===== src/rtl/rf_pkg.sv =====
// rtl/rf_pkg.sv - shared constants and helpers for the multi-port register file
package rf_pkg;

    localparam int RF_DATA_W   = 8;
    localparam int RF_NUM_REGS = 4;

    // Address width for a file of n registers; at least one bit even for tiny files.
    function automatic int rf_addr_w(input int n);
        return (n <= 2) ? 1 : $clog2(n);
    endfunction

    // Low bit of slice k in a packed bus whose slices are w bits wide.
    function automatic int rf_lo(input int k, input int w);
        return k * w;
    endfunction

endpackage


===== src/rtl/rf_word.sv =====
// rtl/rf_word.sv - one storage word with its written-since-clear flag
//
// Ports:
//   clk, rst  clock, asynchronous active-high reset
//   clr       synchronous clear, wins over ld
//   ld        load d into the word and set valid
//   d         load data
//   q         stored word
//   valid     word has been loaded since the last clear/reset
module rf_word #(
    parameter int DATA_W = 8
) (
    input  logic              clk,
    input  logic              rst,
    input  logic              clr,
    input  logic              ld,
    input  logic [DATA_W-1:0] d,
    output logic [DATA_W-1:0] q,
    output logic              valid
);

    always_ff @(posedge clk or posedge rst) begin
        if (rst) begin
            q     <= '0;
            valid <= 1'b0;
        end else if (clr) begin
            q     <= '0;
            valid <= 1'b0;
        end else if (ld) begin
            q     <= d;
            valid <= 1'b1;
        end
    end

endmodule


===== src/rtl/register_file_mp.sv =====
// rtl/register_file_mp.sv - N-register file with NUM_RD registered read ports and write bypass
//
// Ports:
//   clk, rst    clock, asynchronous active-high reset
//   clr         synchronous clear of registers, valid bits, read outputs and addr_err
//   wr_en       write enable; wr_addr / wr_data select and supply the word
//   rd_addr     packed read addresses, port k at [k*ADDR_W +: ADDR_W]
//   rd_data     packed registered read data, port k at [k*DATA_W +: DATA_W]
//   rd_valid    per port: the register read was written since last clear/reset
//   valid_mask  per register written-since-clear flags
//   addr_err    sticky flag for any out-of-range read or write
module register_file_mp
    import rf_pkg::*;
#(
    parameter int DATA_W   = RF_DATA_W,
    parameter int NUM_REGS = RF_NUM_REGS,
    parameter int NUM_RD   = 2,
    parameter int ADDR_W   = rf_addr_w(NUM_REGS)
) (
    input  logic                     clk,
    input  logic                     rst,
    input  logic                     clr,
    input  logic                     wr_en,
    input  logic [ADDR_W-1:0]        wr_addr,
    input  logic [DATA_W-1:0]        wr_data,
    input  logic [NUM_RD*ADDR_W-1:0] rd_addr,
    output logic [NUM_RD*DATA_W-1:0] rd_data,
    output logic [NUM_RD-1:0]        rd_valid,
    output logic [NUM_REGS-1:0]      valid_mask,
    output logic                     addr_err
);

    // One extra bit so the limit itself is representable when NUM_REGS == 2**ADDR_W.
    localparam logic [ADDR_W:0] REG_LIMIT = (ADDR_W + 1)'(NUM_REGS);

    function automatic logic in_range(input logic [ADDR_W-1:0] a);
        return {1'b0, a} < REG_LIMIT;
    endfunction

    logic [DATA_W-1:0] regs     [NUM_REGS];
    logic [ADDR_W-1:0] rd_a     [NUM_RD];
    logic [DATA_W-1:0] rd_d_nxt [NUM_RD];
    logic              rd_v_nxt [NUM_RD];
    logic              err_nxt;

    // Out-of-range write addresses never match a word index, so they load nothing.
    for (genvar i = 0; i < NUM_REGS; i++) begin : g_word
        rf_word #(.DATA_W(DATA_W)) u_word (
            .clk   (clk),
            .rst   (rst),
            .clr   (clr),
            .ld    (wr_en && (wr_addr == ADDR_W'(i))),
            .d     (wr_data),
            .q     (regs[i]),
            .valid (valid_mask[i])
        );
    end

    for (genvar k = 0; k < NUM_RD; k++) begin : g_rd_addr
        assign rd_a[k] = rd_addr[rf_lo(k, ADDR_W) +: ADDR_W];
    end

    // Write-first: a port reading the word being written sees the new data and valid=1.
    always_comb begin
        err_nxt = wr_en && !in_range(wr_addr);
        for (int k = 0; k < NUM_RD; k++) begin
            rd_d_nxt[k] = '0;
            rd_v_nxt[k] = 1'b0;
            if (!in_range(rd_a[k])) begin
                err_nxt = 1'b1;
            end else if (wr_en && (wr_addr == rd_a[k])) begin
                rd_d_nxt[k] = wr_data;
                rd_v_nxt[k] = 1'b1;
            end else begin
                for (int i = 0; i < NUM_REGS; i++) begin
                    if (rd_a[k] == ADDR_W'(i)) begin
                        rd_d_nxt[k] = regs[i];
                        rd_v_nxt[k] = valid_mask[i];
                    end
                end
            end
        end
    end

    always_ff @(posedge clk or posedge rst) begin
        if (rst) begin
            rd_data  <= '0;
            rd_valid <= '0;
            addr_err <= 1'b0;
        end else if (clr) begin
            rd_data  <= '0;
            rd_valid <= '0;
            addr_err <= 1'b0;
        end else begin
            for (int k = 0; k < NUM_RD; k++) begin
                rd_data[rf_lo(k, DATA_W) +: DATA_W] <= rd_d_nxt[k];
                rd_valid[k]                         <= rd_v_nxt[k];
            end
            addr_err <= addr_err | err_nxt;
        end
    end

endmodule


===== config.mk =====
export PLATFORM = sky130hd
export DESIGN_NAME = register_file_mp
export DESIGN_NICKNAME = d
export VERILOG_FILES = /design/src/rtl/rf_pkg.sv /design/src/rtl/rf_word.sv /design/src/rtl/register_file_mp.sv
export SDC_FILE = /design/constraint.sdc
export NUM_CORES = 1
export LEC_CHECK = 0
export ABC_AREA = 0
export CORE_UTILIZATION = 65
export CTS_CLUSTER_DIAMETER = 150
export DETAILED_ROUTE_END_ITERATION = 16
export DONT_BUFFER_PORTS = 1
export PLACE_DENSITY = 0.81
export SETUP_SLACK_MARGIN = 0.02
export SYNTH_ARGS = -nofsm -noshare
export SYNTH_HDL_FRONTEND = slang
export SYNTH_HIERARCHICAL = 1
export SYNTH_SLANG_ARGS = --single-unit

===== constraint.sdc =====
create_clock -name clk -period 2.1 [get_ports clk]
set_input_delay 0.21 -clock clk [delete_from_list [all_inputs] [get_ports clk]]
set_output_delay 0.21 -clock clk [all_outputs]
set_load 0.02 [all_outputs]

==> flow_summary.toml, run 1 <==
[sta]
worst_hold_slack_ns = 0.0427
setup_tns_ns = 0
maxSlewHeadroom_pct = 61.2
fin_ws_ns = 0.763
period_minus_slack_ns = 1.34
finalSetupViolations = 0
slew_violations = 0
fin_crit_sh_pct = 63.7
finClkSkew_ns = 0.00701
tightest_slew_ns = 0.581
fmax_ghz = 0.748
finalHoldViolations = 0
grt_setup_unrepaired = "no"

[clocking]
h-tree-depth = 2
cts_setup_buffers = 0
cts_resized = 0
hold_buffers = 2
clk_path_buf_depth = 2
numCtsBuffers = 5
cts_tree = "done"
numClockSinks = 54
clk_pin_slew_ns = 0.09
cts_root_buffer = "clkbuf_8"
clkLatencyLatePin_ns = 0.31

[cells_and_area]
syn2layout_area_growth_pct = 2.83
fillerInstances = 293
multiInputGateArea_um2 = 1360
nets = 247
regArea_um2 = 1350
antenna_cells = 0
drive_above_1_share_pct = 16.1

[logic_synthesis]
netlist_area_um2 = 2870
synth_ff_type = "dfrtp_1"
yosys_warnings = 6
synthesis.nets = 254
synth.avg_cell_area_um2 = 12.2
synth_edf_count = 0
ys_seq_elements = 54
syn_inst = 236
ys_types = 23
synthArstFlopShare_pct = 100
synth-seq-area-share_pct = 47.0

[placement]
gp_congestion = 0.817
dp_hpwl_mm = 4.42
io_buffers = 0
pre_cts_slack_ns = 0.763

[route]
drt_first_pass_iters = 4
via_count = 1947
drtIter0Drc = 264
ant_nets = 0
vias_per_cell = 6.95
wirelength_mm = 6.07
wl_per_cell_um = 21.7
drc = 0

[critical_path]
cp_cell_sequence = "mux4_2, a31oi_1, nor2_1"
slowest_delay_ns = 0.51
crit_type = "register to register"
crit_slowest_cell = "dfrtp_1"
crit_buf_inv = 0
start_kind = "register"
endpoint_kind = "register"
critPathTopFamily = "flip-flops"
crit_arrival_ns = 1.53
crit_required_ns = 2.29
crit_path_max_fanout = 4

[power]
leakagePower_nw = 1.25
seq_power_share_pct = 57.9
p_per_area_nw_per_um2 = 662
irDropWorstVdd_mv = 0.395
clkPwrFrac_pct = 30.1
p_switching_uw = 509
p_comb_share_pct = 12.0
intPower_mw = 1.45
swShare_pct = 26.0

[grt]
antenna_found_initial = 0
grt_max_degree = 55
grt_usage_pct = 30.0
grt_pass1_vias = 1988
grt_pass1_wl_mm = 9.90
overflow = 0

[floorplan]
die_h_um = 68.5
rows = 23
core_area_um2 = 4120
start_util_pct = 69.8
fp.dieArea_um2 = 4690
ios = 41
fp.dieW_um = 68.5

[outcome]
status = "finished clean"

[min_path]
min_path_type = "input pin to register"

[run]
maxCapViolCount = 0
## area by class of cell
| type | count | share of cell area (%) |
|---|---|---|
| clock inverters | 2 | 0.423 |
| inverters | 6 | 0.762 |
| flip-flops and latches | 54 | 45.7 |
| clock buffers | 6 | 2.79 |
| multi-input cells | 156 | 46.1 |
| repair buffers | 6 | 2.03 |
| well taps | 50 | 2.12 |
## kinds of logic after synthesis
logic type | after synthesis | share of synthesized area (%)
AO/OA/AOI/OAI | 34 | 7.40
XOR/XNOR | 8 | 4.53
other | 1 | 0.130
AND/OR/NAND/NOR | 63 | 9.88
flip-flops | 54 | 47.0
buffers and inverters | 26 | 5.53
multiplexers | 50 | 25.5
## cell usage in the layout (no fill, tap or decap), types with 4 or more instances in the layout
| cell | instances |
|---|---|
| clkbuf_8 | 6 |
| xnor2_2 | 4 |
| o31ai_1 | 16 |
| mux2i_1 | 32 |
| mux4_2 | 16 |
| a21oi_1 | 16 |
| buf_4 | 4 |
| xor2_2 | 4 |
| nand4_1 | 16 |
| nor2_1 | 43 |
| inv_1 | 5 |
| dfrtp_1 | 54 |
## layer usage
metal / vias up / routed length, µm / GRT usage, %
li1: 845 / - / -
met1: 969 / 2400 / 41.5
met2: 116 / 2950 / 44.5
met3: 17 / 595 / 8.39
met4: 0 / 124 / 12.8
met5: - / 0 / 0
## power groups by stage
| stage | Combinational [mW] | Sequential, mW | Clock [mW] |
|---|---|---|---|
| floorplan | 0.227 | 1.14 | 0 |
| CTS | 0.234 | 1.13 | 0.600 |
| finish | 0.235 | 1.13 | 0.589 |
| detailed placement | 0.211 | 1.15 | 0 |
| global placement | 0.204 | 1.15 | 0 |
| global route | 0.257 | 1.14 | 0.651 |
## synthesized netlist by cell type (4+ instances only)
| master | number | area [µm²] |
|---|---|---|
| a21oi_1 | 16 | 80.1 |
| buf_4 | 4 | 30.0 |
| buf_6 | 6 | 67.6 |
| clkbuf_1 | 8 | 30.0 |
| dfrtp_1 | 54 | 1350 |
| inv_1 | 5 | 18.8 |
| mux2i_1 | 32 | 320 |
| mux4_2 | 16 | 360 |
| nand4_1 | 16 | 100 |
| nor2_1 | 43 | 161 |
| o31ai_1 | 16 | 120 |
| xnor2_2 | 4 | 65.1 |
| xor2_2 | 4 | 65.1 |
## state kept, by name, indices dropped and copies added (netlist names)
name / count
g_word.u_word/q: 32
rd_valid: 2
g_word.u_word/valid: 4
rd_data: 16
## stage by stage
stage / power (mW) / area [µm²] / cells / util, %
2_1_floorplan: 1.37 / 2870 / 236 / -
3_3_place_gp: 1.35 / 2830 / 270 / 68.8
3_5_place_dp: 1.36 / 2830 / 270 / 68.8
4_1_cts: 1.97 / 2960 / 280 / 71.8
5_1_grt: 2.05 / 2960 / 280 / 71.8
6_report: 1.96 / 2960 / 280 / 71.8
## worst reg2reg max path, delay by kind of cell, from the launching register on
family	cells	cell delay, ns
AOI/OAI and AO/OA	1	0.14
muxes	1	0.51
DFF	1	0.51
and+or+nand+nor	1	0.06
## path summary, 6_finish.rpt
check | start | endpoint | slack (ns) | depth (start not counted)
max reg2reg | g_word[3].u_word/valid | rd_valid[1] | 0.76 | 3
min in group asynchronous | rst | g_word[1].u_word/q[3] | 0.45 | 2
min | wr_en | rd_data[11] | 0.04 | 2
max | g_word[3].u_word/valid | rd_valid[1] | 0.76 | 3
max in group asynchronous | rst | rd_data[8] | 1.16 | 2
min reg2reg | g_word[3].u_word/q[5] | g_word[3].u_word/q[5] | 0.56 | 2
No activity file was read; power rests on OpenSTA's default activity.
==> run 2, diff against run 1 <==
- ABC_AREA: 0 -> 1
- CORE_UTILIZATION: 65 -> 63
- PLACE_DENSITY: 0.81 -> 0.79
- clock period: 2.1 -> 1.29 ns (I/O delays scaled with it)
==> flow_summary.toml, run 2 <==
[cells_and_area]
syn2layout_area_growth_pct = 9.01
drive_above_1_share_pct = 8.24
fin_util_pct = 71.3
final_cell_mix = "150 x nand2_1, 74 x nand3_1, 54 x dfrtp_1, 49 x nor2_1, 33 x inv_1"
fillerInstances = 381
largest_register_ffs = 32
regArea_um2 = 1350
multiInputGateArea_um2 = 1430
nets = 466
largest_register = "g_word.u_word/q"
final_common_cell = "nand2_1"
reg_top3 = "g_word.u_word/q (32), rd_data (16), g_word.u_word/valid (4)"
antenna_cells = 0

[placement]
pre_cts_slack_ns = 0.247
dp_hpwl_mm = 5.94
gp_congestion = 0.976
io_buffers = 0

[sta]
fin_ws_ns = 0.0369
finClkSkew_ns = 0.00996
tightest_slew_ns = 0.681
worst_hold_slack_ns = 0.00548
setup_tns_ns = 0
grt_setup_unrepaired = "no"
period_minus_slack_ns = 1.25
fmax_ghz = 0.798
maxSlewHeadroom_pct = 54.5
fin_crit_sh_pct = 97.1
finalSetupViolations = 0
finalHoldViolations = 0
slew_violations = 0

[logic_synthesis]
syn_inst = 434
synth-seq-area-share_pct = 44.0
synth_area_leaders = "dfrtp_1 44%, nand2_1 18%, nand3_1 12%"
netlist_area_um2 = 3070
synthArstFlopShare_pct = 100
synth_edf_count = 0
synth_ff_type = "dfrtp_1"
synth_most_common_cell = "nand2_1"
ys_seq_elements = 54
yosys_warnings = 6
yosysTopAreaCellShare_pct = 44.0
synth.avg_cell_area_um2 = 7.07
synthesis.nets = 452
ys_types = 23
synth_top_cell_by_area = "dfrtp_1"
netlist_top_cells_count = "150 x nand2_1, 74 x nand3_1, 54 x dfrtp_1, 49 x nor2_1, 33 x inv_1"

[power]
clkPwrFrac_pct = 32.2
p_per_area_nw_per_um2 = 1060
intPower_mw = 2.51
p_switching_mw = 1.03
swShare_pct = 29.1
power.total_mw = 3.54
seq_power_share_pct = 53.1
leakagePower_nw = 1.85
p_comb_share_pct = 14.7
irDropWorstVdd_mv = 0.840

[route]
via_count = 3039
drtIter0Drc = 352
drt_first_pass_iters = 9
wl_per_cell_um = 17.5
vias_per_cell = 6.04
drc = 0
ant_nets = 0
wirelength_mm = 8.80

[critical_path]
crit_type = "input pin to register"
cp_cell_sequence = "dlygate4sd3_1, nand3_1, nand2_1, dlygate4sd3_1"
critPathTopFamily = "buffers and inverters"
start_kind = "input pin"
endpoint_kind = "register"
slowest_delay_ns = 0.63
crit_buf_inv = 2
crit_arrival_ns = 1.47
crit_path_max_fanout = 4
crit_required_ns = 1.51
crit_path_frequent_cell = "dlygate4sd3_1"
crit_slowest_cell = "dlygate4sd3_1"

[grt]
antenna_found_initial = 1
grt_pass1_wl_mm = 14.0
overflow = 0
grt_pass1_vias = 2769
grt_usage_pct = 36.8
grt_max_degree = 23

[clocking]
cts_setup_buffers = 0
numCtsBuffers = 5
clk_pin_slew_ns = 0.10
numClockSinks = 54
cts_root_buffer = "clkbuf_8"
clkLatencyLatePin_ns = 0.32
cts_tree = "done"
h-tree-depth = 2
clk_path_buf_depth = 2

[floorplan]
start_util_pct = 65.4
ios = 41
die_h_um = 71.8
fp.dieW_um = 71.8
rows = 25
core_area_um2 = 4690
fp.dieArea_um2 = 5150

[outcome]
status = "finished clean"

[min_path]
min_path_type = "input pin to register"

[run]
maxCapViolCount = 0
[run 2: changes by cell type after synthesis, moves of 7 or more]
cell,delta
a21oi_1,-15
inv_1,+28
inv_2,+10
mux2i_1,-32
mux4_2,-16
nand2_1,+149
nand3_1,+74
nand4_1,-14
nor2_4,+7
o21ai_0,+27
o31ai_1,-16
[run 2: final timing paths]
| check | to | slack, ns | from | depth (start not counted) |
|---|---|---|---|---|
| min in group asynchronous | g_word[3].u_word/q[1] | 0.31 | rst | 2 |
| min reg2reg | g_word[2].u_word/q[6] | 0.48 | g_word[2].u_word/q[6] | 2 |
| min | g_word[1].u_word/q[7] | 0.005 | clr | 3 |
| max reg2reg | g_word[1].u_word/q[5] | 0.06 | g_word[1].u_word/q[5] | 3 |
| max | g_word[1].u_word/q[4] | 0.04 | wr_data[4] | 4 |
| max in group asynchronous | rd_data[10] | 0.39 | rst | 2 |
[run 2: cell type report]
type,instances,area share [%]
Clock buffer,5,2.06
Clock inverter,3,1.20
Inverter,44,5.01
Multi-Input combinational cell,321,42.7
Sequential cell,54,40.4
Tap cell,54,2.02
Timing Repair Buffer,22,6.58
[run 2: kinds of logic (layout without fill, tap and decap cells)]
logic type | after synthesis | count (layout) | share of synthesized area, %
AOI/OAI and AO/OA | 29 | 29 | 4.85
buffers and inverters | 59 | 74 | 9.38
and+or+nand+nor | 291 | 291 | 41.6
DFF | 54 | 54 | 44.0
other | 1 | 1 | 0.122
[run 2: worst register-to-register path, stage by stage, from the launching register on]
cell           delay, ns
dfrtp_1             0.43
nand2_1             0.09
nand2_1             0.05
dlygate4sd3_1       0.56
[run 2: repair_timing]
item,in CTS,in global routing
hold buffers,17,2
resized for setup,0,4
endpoints found under the setup margin,0,14
hold endpoints to repair,92,4
[run 2: power groups by stage]
| stage | Clock [mW] | Sequential [mW] | Combinational [mW] |
|---|---|---|---|
| 4_1_cts | 1.15 | 1.87 | 0.500 |
| 2_1_floorplan | 0 | 1.89 | 0.385 |
| 6_report | 1.14 | 1.88 | 0.520 |
| 5_1_grt | 1.21 | 1.88 | 0.576 |
| 3_3_place_gp | 0 | 1.91 | 0.425 |
| 3_5_place_dp | 0 | 1.91 | 0.430 |
[run 2: through the flow]
stage / cells / area (µm²)
global route: 503 / 3350
global placement: 477 / 3050
finish: 503 / 3350
CTS: 502 / 3330
detailed placement: 477 / 3050
floorplan: 434 / 3070
[run 2: metal layers]
layer	GRT usage (%)	share of wire, %
met1	49.4	39
met2	53.6	44
met3	11.5	13
met4	19.2	4.9
met5	0	0.19
